<file path="src/rtl/uart_rx_cfg.sv">
// Oversampled UART receiver with configurable data bits, oversample ratio and stop bits.
// Optional parity checking is compiled in when UART_RX_PARITY_EN is defined.
module uart_rx_cfg #(
  parameter int DATA_BITS  = 8,
  parameter int OVERSAMPLE = 16,
  parameter int STOP_BITS  = 1
) (
  input  logic                 i_clock,
  input  logic                 reset,
  input  logic                 i_rx,
  input  logic                 i_tick,
  input  logic                 i_parity_odd,
  output logic [DATA_BITS-1:0] o_buff_data,
  output logic                 o_flag_rx_done,
  output logic                 o_frame_err,
  output logic                 o_parity_err,
  output logic                 o_busy
);

  localparam int CW = $clog2(OVERSAMPLE);
  localparam logic [CW-1:0] HALF_LAST = CW'(OVERSAMPLE / 2 - 1);
  localparam logic [CW-1:0] FULL_LAST = CW'(OVERSAMPLE - 1);
  localparam logic [3:0]    DATA_LAST = 4'(DATA_BITS - 1);
  localparam logic [3:0]    STOP_LAST = 4'(STOP_BITS - 1);

  typedef enum logic [2:0] {IDLE, START, DATA, PARITY, STOP} state_t;

  state_t                 state_q, state_d;
  logic [1:0]             rxSync_q;
  logic                   rxS;
  logic [CW-1:0]          tickCnt_q, tickCnt_d;
  logic [3:0]             bitCnt_q, bitCnt_d;
  logic [DATA_BITS-1:0]   shift_q, shift_d;
  logic                   frameLat_q, frameLat_d;
  logic [DATA_BITS-1:0]   buff_q, buff_d;
  logic                   frameErr_q, frameErr_d;
  logic                   done_q, done_d;
`ifdef UART_RX_PARITY_EN
  logic                   parLat_q, parLat_d;
  logic                   parErr_q, parErr_d;
`else
  logic                   unusedParityOdd;
  assign unusedParityOdd = i_parity_odd;
`endif

  assign rxS = rxSync_q[1];

  // Synchroniser resets to the idle line level so release never looks like a start bit.
  always_ff @(posedge i_clock or posedge reset) begin
    if (reset) begin
      rxSync_q   <= 2'b11;
      state_q    <= IDLE;
      tickCnt_q  <= '0;
      bitCnt_q   <= '0;
      shift_q    <= '0;
      frameLat_q <= 1'b0;
      buff_q     <= '0;
      frameErr_q <= 1'b0;
      done_q     <= 1'b0;
`ifdef UART_RX_PARITY_EN
      parLat_q   <= 1'b0;
      parErr_q   <= 1'b0;
`endif
    end else begin
      rxSync_q   <= {rxSync_q[0], i_rx};
      state_q    <= state_d;
      tickCnt_q  <= tickCnt_d;
      bitCnt_q   <= bitCnt_d;
      shift_q    <= shift_d;
      frameLat_q <= frameLat_d;
      buff_q     <= buff_d;
      frameErr_q <= frameErr_d;
      done_q     <= done_d;
`ifdef UART_RX_PARITY_EN
      parLat_q   <= parLat_d;
      parErr_q   <= parErr_d;
`endif
    end
  end

  always_comb begin
    state_d    = state_q;
    tickCnt_d  = tickCnt_q;
    bitCnt_d   = bitCnt_q;
    shift_d    = shift_q;
    frameLat_d = frameLat_q;
    buff_d     = buff_q;
    frameErr_d = frameErr_q;
    done_d     = 1'b0;
`ifdef UART_RX_PARITY_EN
    parLat_d   = parLat_q;
    parErr_d   = parErr_q;
`endif
    case (state_q)
      IDLE: begin
        if (!rxS) begin
          state_d    = START;
          tickCnt_d  = '0;
          bitCnt_d   = '0;
          frameLat_d = 1'b0;
`ifdef UART_RX_PARITY_EN
          parLat_d   = 1'b0;
`endif
        end
      end
      // Half a bit in, the line must still be low or the edge was a glitch.
      START: begin
        if (i_tick) begin
          if (tickCnt_q == HALF_LAST) begin
            tickCnt_d = '0;
            state_d   = rxS ? IDLE : DATA;
          end else begin
            tickCnt_d = tickCnt_q + CW'(1);
          end
        end
      end
      DATA: begin
        if (i_tick) begin
          if (tickCnt_q == FULL_LAST) begin
            tickCnt_d = '0;
            shift_d   = {rxS, shift_q[DATA_BITS-1:1]};
            if (bitCnt_q == DATA_LAST) begin
              bitCnt_d = '0;
`ifdef UART_RX_PARITY_EN
              state_d  = PARITY;
`else
              state_d  = STOP;
`endif
            end else begin
              bitCnt_d = bitCnt_q + 4'd1;
            end
          end else begin
            tickCnt_d = tickCnt_q + CW'(1);
          end
        end
      end
`ifdef UART_RX_PARITY_EN
      PARITY: begin
        if (i_tick) begin
          if (tickCnt_q == FULL_LAST) begin
            tickCnt_d = '0;
            if (rxS != (^shift_q ^ i_parity_odd)) parLat_d = 1'b1;
            state_d   = STOP;
          end else begin
            tickCnt_d = tickCnt_q + CW'(1);
          end
        end
      end
`endif
      // The last stop sample publishes the word and flags even if framing failed.
      STOP: begin
        if (i_tick) begin
          if (tickCnt_q == FULL_LAST) begin
            tickCnt_d = '0;
            if (!rxS) frameLat_d = 1'b1;
            if (bitCnt_q == STOP_LAST) begin
              bitCnt_d   = '0;
              buff_d     = shift_q;
              frameErr_d = frameLat_q | ~rxS;
`ifdef UART_RX_PARITY_EN
              parErr_d   = parLat_q;
`endif
              done_d     = 1'b1;
              state_d    = IDLE;
            end else begin
              bitCnt_d = bitCnt_q + 4'd1;
            end
          end else begin
            tickCnt_d = tickCnt_q + CW'(1);
          end
        end
      end
      default: state_d = IDLE;
    endcase
  end

  assign o_buff_data    = buff_q;
  assign o_flag_rx_done = done_q;
  assign o_frame_err    = frameErr_q;
  assign o_busy         = (state_q != IDLE);
`ifdef UART_RX_PARITY_EN
  assign o_parity_err   = parErr_q;
`else
  assign o_parity_err   = 1'b0;
`endif

endmodule
</file>
<file path="config.mk">
export PLATFORM = sky130hd
export DESIGN_NAME = uart_rx_cfg
export DESIGN_NICKNAME = d
export VERILOG_FILES = /design/src/rtl/uart_rx_cfg.sv
export SDC_FILE = /design/constraint.sdc
export NUM_CORES = 1
export LEC_CHECK = 0
export ABC_AREA = 1
export ABC_CLOCK_PERIOD_IN_PS = 1500
export BUFFER_PORTS_ARGS = -buffer_cell sky130_fd_sc_hd__buf_2
export CORE_ASPECT_RATIO = 1.1
export CORE_MARGIN = 5
export CORE_UTILIZATION = 55
export CTS_CLUSTER_DIAMETER = 40
export DETAILED_ROUTE_END_ITERATION = 16
export GPL_ROUTABILITY_DRIVEN = 0
export GPL_TIMING_DRIVEN = 0
export PLACE_DENSITY = 0.87
export SLEW_MARGIN = 5
export SYNTH_ARGS = -nofsm -noshare
export SYNTH_HDL_FRONTEND = slang
export SYNTH_SLANG_ARGS = --single-unit
</file>
<file path="constraint.sdc">
create_clock -name i_clock -period 1.5 [get_ports i_clock]
set_input_delay 0.225 -clock i_clock [delete_from_list [all_inputs] [get_ports i_clock]]
set_output_delay 0.225 -clock i_clock [all_outputs]
set_load 0.01 [all_outputs]
</file>
==> results_dict.tcl <==
set metrics [dict create \
    clk_pin_slew_ns 0.09 \
    irDropWorstVdd_uv 1163 \
    std_cell_rows 21 \
    rsz0062_at_grt "true" \
    syn_area_mm2 0.001707 \
    synth.area.top_cells "dfrtp_1 44%, nand2_1 12%, inv_1 4.8%" \
    fin_nets 232 \
    via_per_inst 5.089 \
    synth_ff_type "dfrtp_1" \
    p_per_area_mw_per_mm2 1522 \
    fmax_ghz 0.6769 \
    initial_core_util_pct 56.48 \
    yosys.area.top_type_share_pct 43.99 \
    place_ws_ns -0.06062 \
    crit_type "reg2out" \
    finalSetupViolations 0 \
    finalCriticalPeriod_ns 1.477 \
    grt_max_degree 33 \
    cts-root-buf "clkbuf_4" \
    grt_pass1_wl_mm 5.161 \
    p_total_mw 3.070 \
    drc 0 \
    antenna_left 0 \
    die-area_mm2 0.004318 \
    die_w_um 63.11 \
    fin_ws_ns 0.02265 \
    clkLatencyLatePin_ns 0.34 \
    diodes 0 \
    r2r_start "tickCnt_q[1]" \
    place_area_mm2 0.001819 \
    synth.distinct_cells 24 \
    fin_area_mm2 0.002017 \
    status "complete, no violations" \
    cts.sinks 32 \
    yosys.area.top_type "dfrtp_1" \
    cellLeakagePower_nw 0.9939 \
    grt_antenna_before_repair 0 \
    drtIter0Drc 67 \
    rrSetupSlack_ns 0.06 \
    async_reset_ff_share_pct 100.0 \
    drt_pass1_iterations 5 \
    wl_per_cell_um 12.13 \
    syn_nets 203 \
    seq_area_frac_synth_pct 47.07 \
    drt_wl_total_mm 3.141 \
    hold_path.class "in2async" \
    utilization_pct 66.75 \
    routed-via-count 1318 \
    cp_data_arrival_time_ns 1.25 \
    reg2reg_depth 8 \
    maxCapViolCount 0 \
    crit_fanout 5 \
    synth.most_common_cell "nand2_1" \
    core_region_area_mm2 0.003022 \
    yosys-top-cells-count "54 x nand2_1, 30 x dfrtp_1, 22 x inv_1" \
    crit_required_ns 1.27 \
    io_buffers 14 \
    h-tree-depth 2 \
    ys_ff_latch 32 \
    grtUsageTotal_pct 15.55 \
    tightest_slew_ns 1.086 \
    yosys_warnings 0 \
    die-height_um 68.43 \
    min_period_over_period_pct 98.49 \
    numCtsBuffers 5 \
    dpl.hpwl_mm 2.248 \
    synthCells 195 \
    drive_gt1_share_pct 35.56 \
    finalHoldViolCount 0 \
    io_pins 17 \
    max_slew_margin_pct 27.17 \
    end_kind "output port" \
    cts_max_path_buffers 2 \
    drv_slew 0 \
    reg2reg_to "shift_q[0]" \
    gr-total-overflow 0 \
    whs_ns 0.006085 \
    finalClockSkew_ns 0.007378 \
    grt_pass1_vias 1184 \
    worst_setup_path_start_kind "flop" \
    synth_edf_count 0 \
    area_growth_pct 18.18 \
    cts_tree "built" \
    syn_area_per_cell_um2 8.752 \
]
-- through the flow --
stage | setup TNS, ns | std cells
floorplan | 0 | 195
global placement | 0 | 243
detailed placement | -0.2218 | 243
CTS | 0 | 256
global route | -0.1552 | 259
finish | 0 | 259
-- report_power, final --
part,total [mW],switching (mW),internal (mW)
logic,1.34,0.814,0.524
registers,1.09,0.121,0.965
clock network,0.647,0.299,0.347
-- how the worst max path moves through the flow --
stage,slack [ns],startpoint,to
detailed placement,-0.06,tickCnt_q[0],bitCnt_q[0]
finish,0.02,state_q[0],o_busy
CTS,0.001,state_q[0],o_busy
floorplan,0.15,tickCnt_q[0],bitCnt_q[0]
global route,-0.04,state_q[0],o_busy
global placement,0.05,state_q[0],o_buff_data[0]
-- worst max-delay path, cell delays in order, from the launching register on --
cell	delay, ns
dfrtp_2	0.46
nor2_4	0.23
nand2_4	0.10
buf_6	0.13
-- layout by cell type, fill, tap and decap left out --
| master | Yosys | final |
|---|---|---|
| nand2_1 | 54 | 51 |
| dfrtp_1 | 30 | 27 |
| inv_1 | 22 | 20 |
| o21ai_1 | 13 | 13 |
| buf_2 | 0 | 13 |
| nand2_2 | 9 | 12 |
| nor2_1 | 13 | 11 |
| nand3_1 | 10 | 10 |
| o21ai_2 | 9 | 9 |
| nor2_4 | 6 | 6 |
| buf_4 | 1 | 6 |
| clkbuf_4 | 0 | 5 |
| nand2_4 | 4 | 4 |
| nor2_2 | 2 | 4 |
| buf_6 | 2 | 4 |
| a21oi_1 | 3 | 3 |
| nand3_4 | 3 | 3 |
| dfrtp_2 | 0 | 3 |
| inv_2 | 1 | 2 |
| xor2_1 | 2 | 2 |
| o21a_1 | 2 | 2 |
| ha_1 | 3 | 2 |
| dfstp_2 | 2 | 2 |
| o21ai_0 | 1 | 1 |
| inv_4 | 1 | 1 |
| o21bai_2 | 0 | 1 |
| clkinv_1 | 0 | 1 |
| ha_4 | 0 | 1 |
| conb_1 | 1 | 1 |
| clkinvlp_4 | 0 | 1 |
| bufinv_16 | 0 | 1 |
| clkinv_2 | 0 | 1 |
| dlygate4sd3_1 | 0 | 1 |
| buf_12 | 0 | 1 |
-- registers in the layout, indices dropped and copies added, names as in the netlist --
| register | cells |
|---|---|
| rxSync_q | 2 |
| shift_q | 8 |
| o_flag_rx_done | 1 |
| tickCnt_q | 4 |
| o_frame_err | 1 |
| frameLat_q | 1 |
| bitCnt_q | 4 |
| state_q | 3 |
| o_buff_data | 8 |
-- repair_timing --
| item | 4_1_cts | 5_1_grt |
|---|---|---|
| gates cloned | 0 | 0 |
| resized for setup | 2 | 12 |
| pin swaps | 2 | 7 |
| setup endpoints to repair | 5 | 24 |
| hold buffers | 1 | 0 |
| setup buffers | 4 | 3 |
| endpoints found under the hold margin | 1 | 0 |
-- logic make-up (layout without fill, tap and decap cells) --
kind of cell | count (synthesis) | after routing | share of synthesized area [%]
and+or+nand+nor | 101 | 101 | 31.38
DFF | 32 | 32 | 47.07
AOI/OAI and AO/OA | 29 | 29 | 10.92
buffers and inverters | 27 | 57 | 7.185
adders and majority gates | 3 | 3 | 2.200
xor gates and xnor gates | 2 | 2 | 1.027
other | 1 | 1 | 0.2197
-- layer usage --
metal	share of wire (%)	track usage, %
met1	43	18.57
met2	52	25.64
met3	3.8	4.433
met4	1.6	8.223
met5	0	0
-- cell type report --
cell class / count / area, µm²
tap: 34 / 42.54
timing repair buffer: 22 / 155.1
multi-input combinational: 136 / 809.5
fill: 239 / 1005
clock inverter: 3 / 42.54
inverter: 24 / 92.59
buffer: 3 / 30.03
sequential: 32 / 807.0
clock buffer: 5 / 37.54
Note: power is estimated with default switching activity, not from simulation.
